File: src/rtl/servant_dbus_demux_pkg.sv
// Shared types and helpers for the servant data-bus demux.
package servant_demux_pkg;

  typedef enum logic [1:0] {
    IDLE = 2'd0,
    WAIT = 2'd1,
    RESP = 2'd2
  } state_e;

  // Read data returned for unmapped accesses, timeouts and writes.
  localparam logic [31:0] RDT_ERR = 32'h0;

  function automatic int idx_width(input int num_slaves);
    return (num_slaves <= 2) ? 1 : $clog2(num_slaves);
  endfunction

endpackage

File: src/rtl/servant_dbus_demux.sv
// Routes the SERV dbus Wishbone access to one of NUM_SLAVES ports by high address bits.
// Optional SERVANT_DEMUX_ERRCNT_EN adds a sticky error flag and saturating error counter.
module servant_dbus_demux
  import servant_demux_pkg::*;
#(
  parameter int          NUM_SLAVES = 4,
  parameter int          SEL_MSB    = 31,
  parameter int          SEL_LSB    = 30,
  parameter logic [15:0] LOCAL_ACK  = 16'b1110,
  parameter int          TIMEOUT    = 15
) (
  input  logic                     i_clk,
  input  logic                     i_rst,
  input  logic [31:0]              i_wb_cpu_adr,
  input  logic [31:0]              i_wb_cpu_dat,
  input  logic [3:0]               i_wb_cpu_sel,
  input  logic                     i_wb_cpu_we,
  input  logic                     i_wb_cpu_cyc,
  output logic [31:0]              o_wb_cpu_rdt,
  output logic                     o_wb_cpu_ack,
  output logic [31:0]              o_wb_s_adr,
  output logic [31:0]              o_wb_s_dat,
  output logic [3:0]               o_wb_s_sel,
  output logic                     o_wb_s_we,
  output logic [NUM_SLAVES-1:0]    o_wb_s_cyc,
  input  logic [32*NUM_SLAVES-1:0] i_wb_s_rdt,
  input  logic [NUM_SLAVES-1:0]    i_wb_s_ack
`ifdef SERVANT_DEMUX_ERRCNT_EN
  ,
  output logic                     o_err,
  output logic [7:0]               o_err_cnt
`endif
);

  localparam int SELW  = SEL_MSB - SEL_LSB + 1;
  localparam int IDX_W = idx_width(NUM_SLAVES);
  localparam int CW    = $clog2(TIMEOUT + 1);

  state_e                  state_q, state_d;
  logic [31:0]             adr_q, dat_q;
  logic [3:0]              sel_q;
  logic                    we_q;
  logic [IDX_W-1:0]        idx_q;
  logic [CW-1:0]           cnt_q, cnt_d;
  logic [31:0]             rdt_q, rdt_d;

  logic [31:0]             sel_ext;
  logic                    mapped;
  logic                    capture;
  logic                    ack_sel;
  logic [31:0]             rdt_sel;
  logic [NUM_SLAVES-1:0]   cyc_dec;
  logic                    timeout;
  logic                    err_evt;

  always_comb begin
    sel_ext = '0;
    sel_ext[SELW-1:0] = i_wb_cpu_adr[SEL_MSB:SEL_LSB];
    mapped  = sel_ext < 32'(NUM_SLAVES);
    capture = (state_q == IDLE) && i_wb_cpu_cyc;

    ack_sel = 1'b0;
    rdt_sel = '0;
    cyc_dec = '0;
    for (int n = 0; n < NUM_SLAVES; n++) begin
      if (idx_q == IDX_W'(n)) begin
        ack_sel    = LOCAL_ACK[n] | i_wb_s_ack[n];
        rdt_sel    = i_wb_s_rdt[32*n +: 32];
        cyc_dec[n] = 1'b1;
      end
    end
    timeout = (cnt_q == CW'(TIMEOUT - 1));

    state_d = state_q;
    cnt_d   = cnt_q;
    rdt_d   = rdt_q;
    err_evt = 1'b0;
    case (state_q)
      IDLE: begin
        if (capture) begin
          cnt_d = '0;
          if (mapped) begin
            state_d = WAIT;
          end else begin
            state_d = RESP;
            rdt_d   = RDT_ERR;
            err_evt = 1'b1;
          end
        end
      end
      WAIT: begin
        cnt_d = cnt_q + CW'(1);
        // A slave ack on the last allowed cycle still delivers its data.
        if (ack_sel) begin
          state_d = RESP;
          rdt_d   = we_q ? RDT_ERR : rdt_sel;
        end else if (timeout) begin
          state_d = RESP;
          rdt_d   = RDT_ERR;
          err_evt = 1'b1;
        end
      end
      default: state_d = IDLE;
    endcase
  end

  always_ff @(posedge i_clk or posedge i_rst) begin
    if (i_rst) begin
      state_q <= IDLE;
      adr_q   <= '0;
      dat_q   <= '0;
      sel_q   <= '0;
      we_q    <= 1'b0;
      idx_q   <= '0;
      cnt_q   <= '0;
      rdt_q   <= '0;
    end else begin
      state_q <= state_d;
      cnt_q   <= cnt_d;
      rdt_q   <= rdt_d;
      if (capture) begin
        adr_q <= i_wb_cpu_adr;
        dat_q <= i_wb_cpu_dat;
        sel_q <= i_wb_cpu_sel;
        we_q  <= i_wb_cpu_we;
        idx_q <= i_wb_cpu_adr[SEL_LSB +: IDX_W];
      end
    end
  end

`ifdef SERVANT_DEMUX_ERRCNT_EN
  logic       err_q;
  logic [7:0] err_cnt_q;

  always_ff @(posedge i_clk or posedge i_rst) begin
    if (i_rst) begin
      err_q     <= 1'b0;
      err_cnt_q <= '0;
    end else if (err_evt) begin
      err_q <= 1'b1;
      if (err_cnt_q != 8'hFF) err_cnt_q <= err_cnt_q + 8'd1;
    end
  end

  assign o_err     = err_q;
  assign o_err_cnt = err_cnt_q;
`endif

  assign o_wb_cpu_rdt = rdt_q;
  assign o_wb_cpu_ack = (state_q == RESP);
  assign o_wb_s_adr   = adr_q;
  assign o_wb_s_dat   = dat_q;
  assign o_wb_s_sel   = sel_q;
  assign o_wb_s_we    = we_q;
  assign o_wb_s_cyc   = (state_q == WAIT) ? cyc_dec : '0;

endmodule

File: config.mk
export PLATFORM = sky130hd
export DESIGN_NAME = servant_dbus_demux
export DESIGN_NICKNAME = d
export VERILOG_FILES = /design/src/rtl/servant_dbus_demux_pkg.sv /design/src/rtl/servant_dbus_demux.sv
export SDC_FILE = /design/constraint.sdc
export NUM_CORES = 1
export LEC_CHECK = 0
export CELL_PAD_IN_SITES_DETAIL_PLACEMENT = 0
export CELL_PAD_IN_SITES_GLOBAL_PLACEMENT = 1
export CORE_MARGIN = 5
export CORE_UTILIZATION = 27
export CTS_BUF_LIST = sky130_fd_sc_hd__clkbuf_2 sky130_fd_sc_hd__clkbuf_4 sky130_fd_sc_hd__clkbuf_8
export CTS_CLUSTER_DIAMETER = 150
export DETAILED_ROUTE_END_ITERATION = 8
export PLACE_DENSITY_LB_ADDON = 0.25
export SLEW_MARGIN = 20
export SYNTH_ARGS = -nofsm -noshare
export SYNTH_HDL_FRONTEND = slang
export SYNTH_SLANG_ARGS = --single-unit
File: constraint.sdc
create_clock -name i_clk -period 3.6 [get_ports i_clk]
set_clock_uncertainty 0.2 [all_clocks]
set_input_delay 0.36 -clock i_clk [delete_from_list [all_inputs] [get_ports i_clk]]
set_output_delay 0.36 -clock i_clk [all_outputs]
set_load 0.02 [all_outputs]
Word level (Yosys, flattened, before mapping). Cells that the tools add are included.

Add/sub/neg operators: 1. Equal/unequal tests: 8. Muxes and demuxes: 22. Reduce and logical (&&, ||, !) cells: 8.

Operators by type and width (count): $mux W32 (7); $mux W1 (8); $mux W4 (2); $pmux W4 S2 (1); $eq A2 B2 Y1 const B (3); $mux W2 (3); $reduce_and A2 Y1 (3); $add A4 B1 Y4 const B (1); $eq A2 B1 Y1 const B (2); $eq A4 B4 Y1 const B (1); $logic_not A2 Y1 (2); $pmux W2 S2 (1); $reduce_bool A2 Y1 (2); $ne A3 B3 Y1 const B (1); $ne A2 B2 Y1 const B (1); $logic_and A1 B1 Y1 (1).

Bits in registers: 109. Input port bits: 204. Output and inout bits: 106. Word-level logic and storage cells: 47.

Depth between registers and ports, before layout.
Word-level depth: 7. Depth in mapped cells: 9. Gate-level depth less buffers: 8.

Least setup slack after synthesis. OpenSTA, ideal clock, no wires.

Kind: register -> output. From: reg o_wb_s_adr[31] (netlist name). To: out o_wb_s_cyc[2]. Arrival time: 1.502 ns. Data required time: 3.040 ns. Path slack: 1.538 ns. Stages on the path, launching flop included: 4. Buffers on the path: 2. Cell sequence: dfrtp_1 buf_2 buf_2 nor3b_1.

RTL lines: end: declaration (RTL line servant_dbus_demux.sv:25) `output logic [NUM_SLAVES-1:0] o_wb_s_cyc,`.

Worst setup path after layout.
From: reg state_q[1]. To: out o_wb_s_cyc[2].

Word-level cells in the longest chain between the ends: 2.

Ends and longest elaborated chain: start: declaration (RTL line servant_dbus_demux.sv:39) `state_e state_q, state_d;`; start signal: assignment (RTL line servant_dbus_demux.sv:118) `state_q <= state_d;`; $eq A2 B1 Y1 (RTL line servant_dbus_demux.sv:155) `assign o_wb_s_cyc = (state_q == WAIT) ? cyc_dec : '0;`; $mux W4 (RTL line servant_dbus_demux.sv:155).

No other way between the ends.

==> impl_metrics.yaml <==
floorplan:
  rows: 49
  io_pins: 310
  coreArea_um2: 17900
  start_util_pct: 27.4
  die_x_um: 145
  die_y_um: 145
  die_area_um2: 21000
route:
  dr.pass1.iters: 4
  drt_iter0_drc: 155
  totalWireLength_um: 17600
  routed_via_density: 4.61
  drc: 0
  ant_nets: 0
  routedWlPerCell_um: 17.5
  dr_total_vias: 4639
outcome:
  status: "finished, final reports clean"
worst_setup_path:
  end_kind: "output pin"
  worstPathCellList: "nand2b_1 -> nor3b_1 -> clkdlybuf4s50_1"
  cp_data_required_time_ps: 3040
  critPathMaxStageDelay_ps: 670
  worstPathArrival_ps: 1930
  critPathBufInv: 1
  startpoint_type: "flop"
  crit_slowest_cell: "clkdlybuf4s50_1"
  critPathMaxFanout: 6
  critPathTopFamily: "buffers and inverters"
  crit_type: "flop to output pin"
clock_tree:
  cts_root_buf: "clkbuf_8"
  ctsHoldBuffers: 0
  cts_max_path_buffers: 2
  htree_levels: 3
  clock_sinks: 107
  cts_tree: "done"
  clock_latency_ps: 370
  cts-resized-gates: 0
  cts_made_buffers: 9
  post_cts_buffers: 0
  clk_pin_slew_ps: 90
placed_design:
  dp.cells: 993
  dpl_cell_area_um2: 8140
  gp_congestion: 0.756
  place_hpwl_um: 13500
  portBuffers: 306
synthesis:
  yosysUniqueCellTypes: 35
  syn-cell-area_um2: 4900
  async_flop_share_pct: 100
  syn-num-nets: 691
  yosys_warnings: 0
  synth-seq-cells: 107
  seq_area_frac_synth_pct: 54.6
  syn_inst: 485
  synth_edf_count: 0
  syn_avg_cell_area_um2: 10.1
  synth-main-ff-cell: "dfrtp_1"
grt:
  grt_remaining_overflow: 0
  track_usage_pct: 15.8
  grt_max_degree: 56
  grt_pass1_vias: 4745
  antenna_found_initial: 0
  grt_pass1_wl_um: 25900
final_layout:
  multiInputGateArea_um2: 2030
  final_cells: 1007
  antenna_cells: 0
  area_growth_pct: 70.1
  seqCellArea_um2: 2680
  fin_nets: 981
  fillCellCount: 1689
  final_cell_area_um2: 8340
  drive_gt1_share_pct: 5.53
timing:
  min_period_over_period_pct: 69.3
  worstMarginPinSlew_ps: 856
  finalMaxSlewViolations: 0
  min_period_ps: 2490
  hold_violations: 0
  grt_setup_unrepaired: "false"
  final-setup-viol-count: 0
  slew_headroom_pct: 42.6
  fin_setup_tns_ps: 0
  fmax_ghz: 0.401
power_and_ir_drop:
  p_leak_nw: 3.64
  powerDensity_nw_per_um2: 804
  peakVddDrop_v: 0.000419
  power_mw: 6.70
flow_run:
  drv_cap: 0
worst_hold_path:
  hold_class: "primary input to async pin"
## Yosys cell counts, types with 3 or more instances
master	number	area share (%)
nand2_1	213	16
dfrtp_1	107	55
mux2i_1	18	3.7
o21a_1	18	2.8
o221ai_1	18	3.2
a22oi_1	17	2.6
a22o_1	14	2.5
mux4_2	14	6.4
buf_2	13	1.3
clkbuf_1	12	0.92
buf_6	5	1.1
o21ai_0	4	0.41
nand3_1	3	0.31
## worst register-to-register path: stages, from the launching register on
cell,delay (ps)
dfrtp_2,500
buf_4,630
nor2b_1,150
buf_4,230
a22oi_1,200
o221ai_1,150
o21a_1,160
## registers in the layout, summed over array words and instances (netlist names)
| name | flops |
|---|---|
| o_wb_cpu_rdt | 32 |
| o_wb_s_adr | 32 |
| cnt_q | 4 |
| o_wb_s_we | 1 |
| state_q | 2 |
| o_wb_s_sel | 4 |
| o_wb_s_dat | 32 |
## path summary, 6_finish.rpt
kind	from	end	slack, ps	cells past startpoint
max in group asynchronous	i_rst	o_wb_s_adr[3]$_DFFE_PP0P_	2180	3
max reg2reg	o_wb_s_adr[30]$_DFFE_PP0P_	o_wb_cpu_rdt[29]$_DFFE_PP0P_	1270	6
min in group i_clk	o_wb_s_adr[19]$_DFFE_PP0P_	o_wb_s_adr[19]$_DFFE_PP0P_	280	2
max	state_q[1]$_DFFE_PP0P_	o_wb_s_cyc[2]	1110	3
min reg2reg	o_wb_s_adr[19]$_DFFE_PP0P_	o_wb_s_adr[19]$_DFFE_PP0P_	280	2
min	i_rst	o_wb_cpu_rdt[24]$_DFFE_PP0P_	230	2
## power breakdown
group / switching [mW] / internal [mW] / leakage, nW / total [mW]
Sequential: 0.345 / 1.77 / 1.32 / 2.12
Combinational: 1.99 / 1.79 / 2.22 / 3.78
Clock: 0.400 / 0.400 / 0.106 / 0.800
Total: 2.74 / 3.97 / 3.64 / 6.70
## area by class of cell
| cell class | count | share of cell area [%] |
|---|---|---|
| multi-input cells | 341 | 24.4 |
| clock inverters | 3 | 0.780 |
| repair buffers | 313 | 37.5 |
| clock buffers | 11 | 1.66 |
| inverters | 3 | 0.165 |
| flip-flops and latches | 107 | 32.1 |
| well taps | 229 | 3.43 |
## layer usage
layer / global-route usage (%) / part of all wire, % / vias up
met3: 5.36 / 11 / 19
li1: - / - / 2227
met2: 26.9 / 49 / 206
met1: 18.6 / 39 / 2187
met4: 5.35 / 1.7 / 0
met5: 0 / 0 / -
## cell families after synthesis
logic type,synth area share [%]
adder cells (fa/ha/maj),0.510
flip-flops,54.6
AND/OR/NAND/NOR,18.9
AO/OA/AOI/OAI,11.8
multiplexers,10.1
buffers and inverters,4.06
## stage by stage
step | hold WS, ps | util (%) | worst slack, ps
6_report | 230 | 46.6 | 1110
5_1_grt | 278 | 46.6 | 932
4_1_cts | 258 | 46.6 | 1030
3_5_place_dp | 261 | 45.5 | 1080
3_3_place_gp | 260 | 45.5 | 1140
2_1_floorplan | 258 | - | 223
## cell usage in the layout (no fill, tap or decap), types with 3 or more instances in the layout
| master | Yosys | routed |
|---|---|---|
| o21ai_0 | 4 | 4 |
| mux4_2 | 14 | 14 |
| nand3_1 | 3 | 3 |
| o221ai_1 | 18 | 18 |
| clkdlybuf4s50_1 | 0 | 306 |
| a22oi_1 | 17 | 17 |
| clkbuf_8 | 0 | 9 |
| nand2_1 | 213 | 212 |
| a22o_1 | 14 | 14 |
| mux2i_1 | 18 | 18 |
| buf_4 | 1 | 6 |
| o21a_1 | 18 | 18 |
| dfrtp_1 | 107 | 106 |
Note: power is estimated with default switching activity, not from simulation.
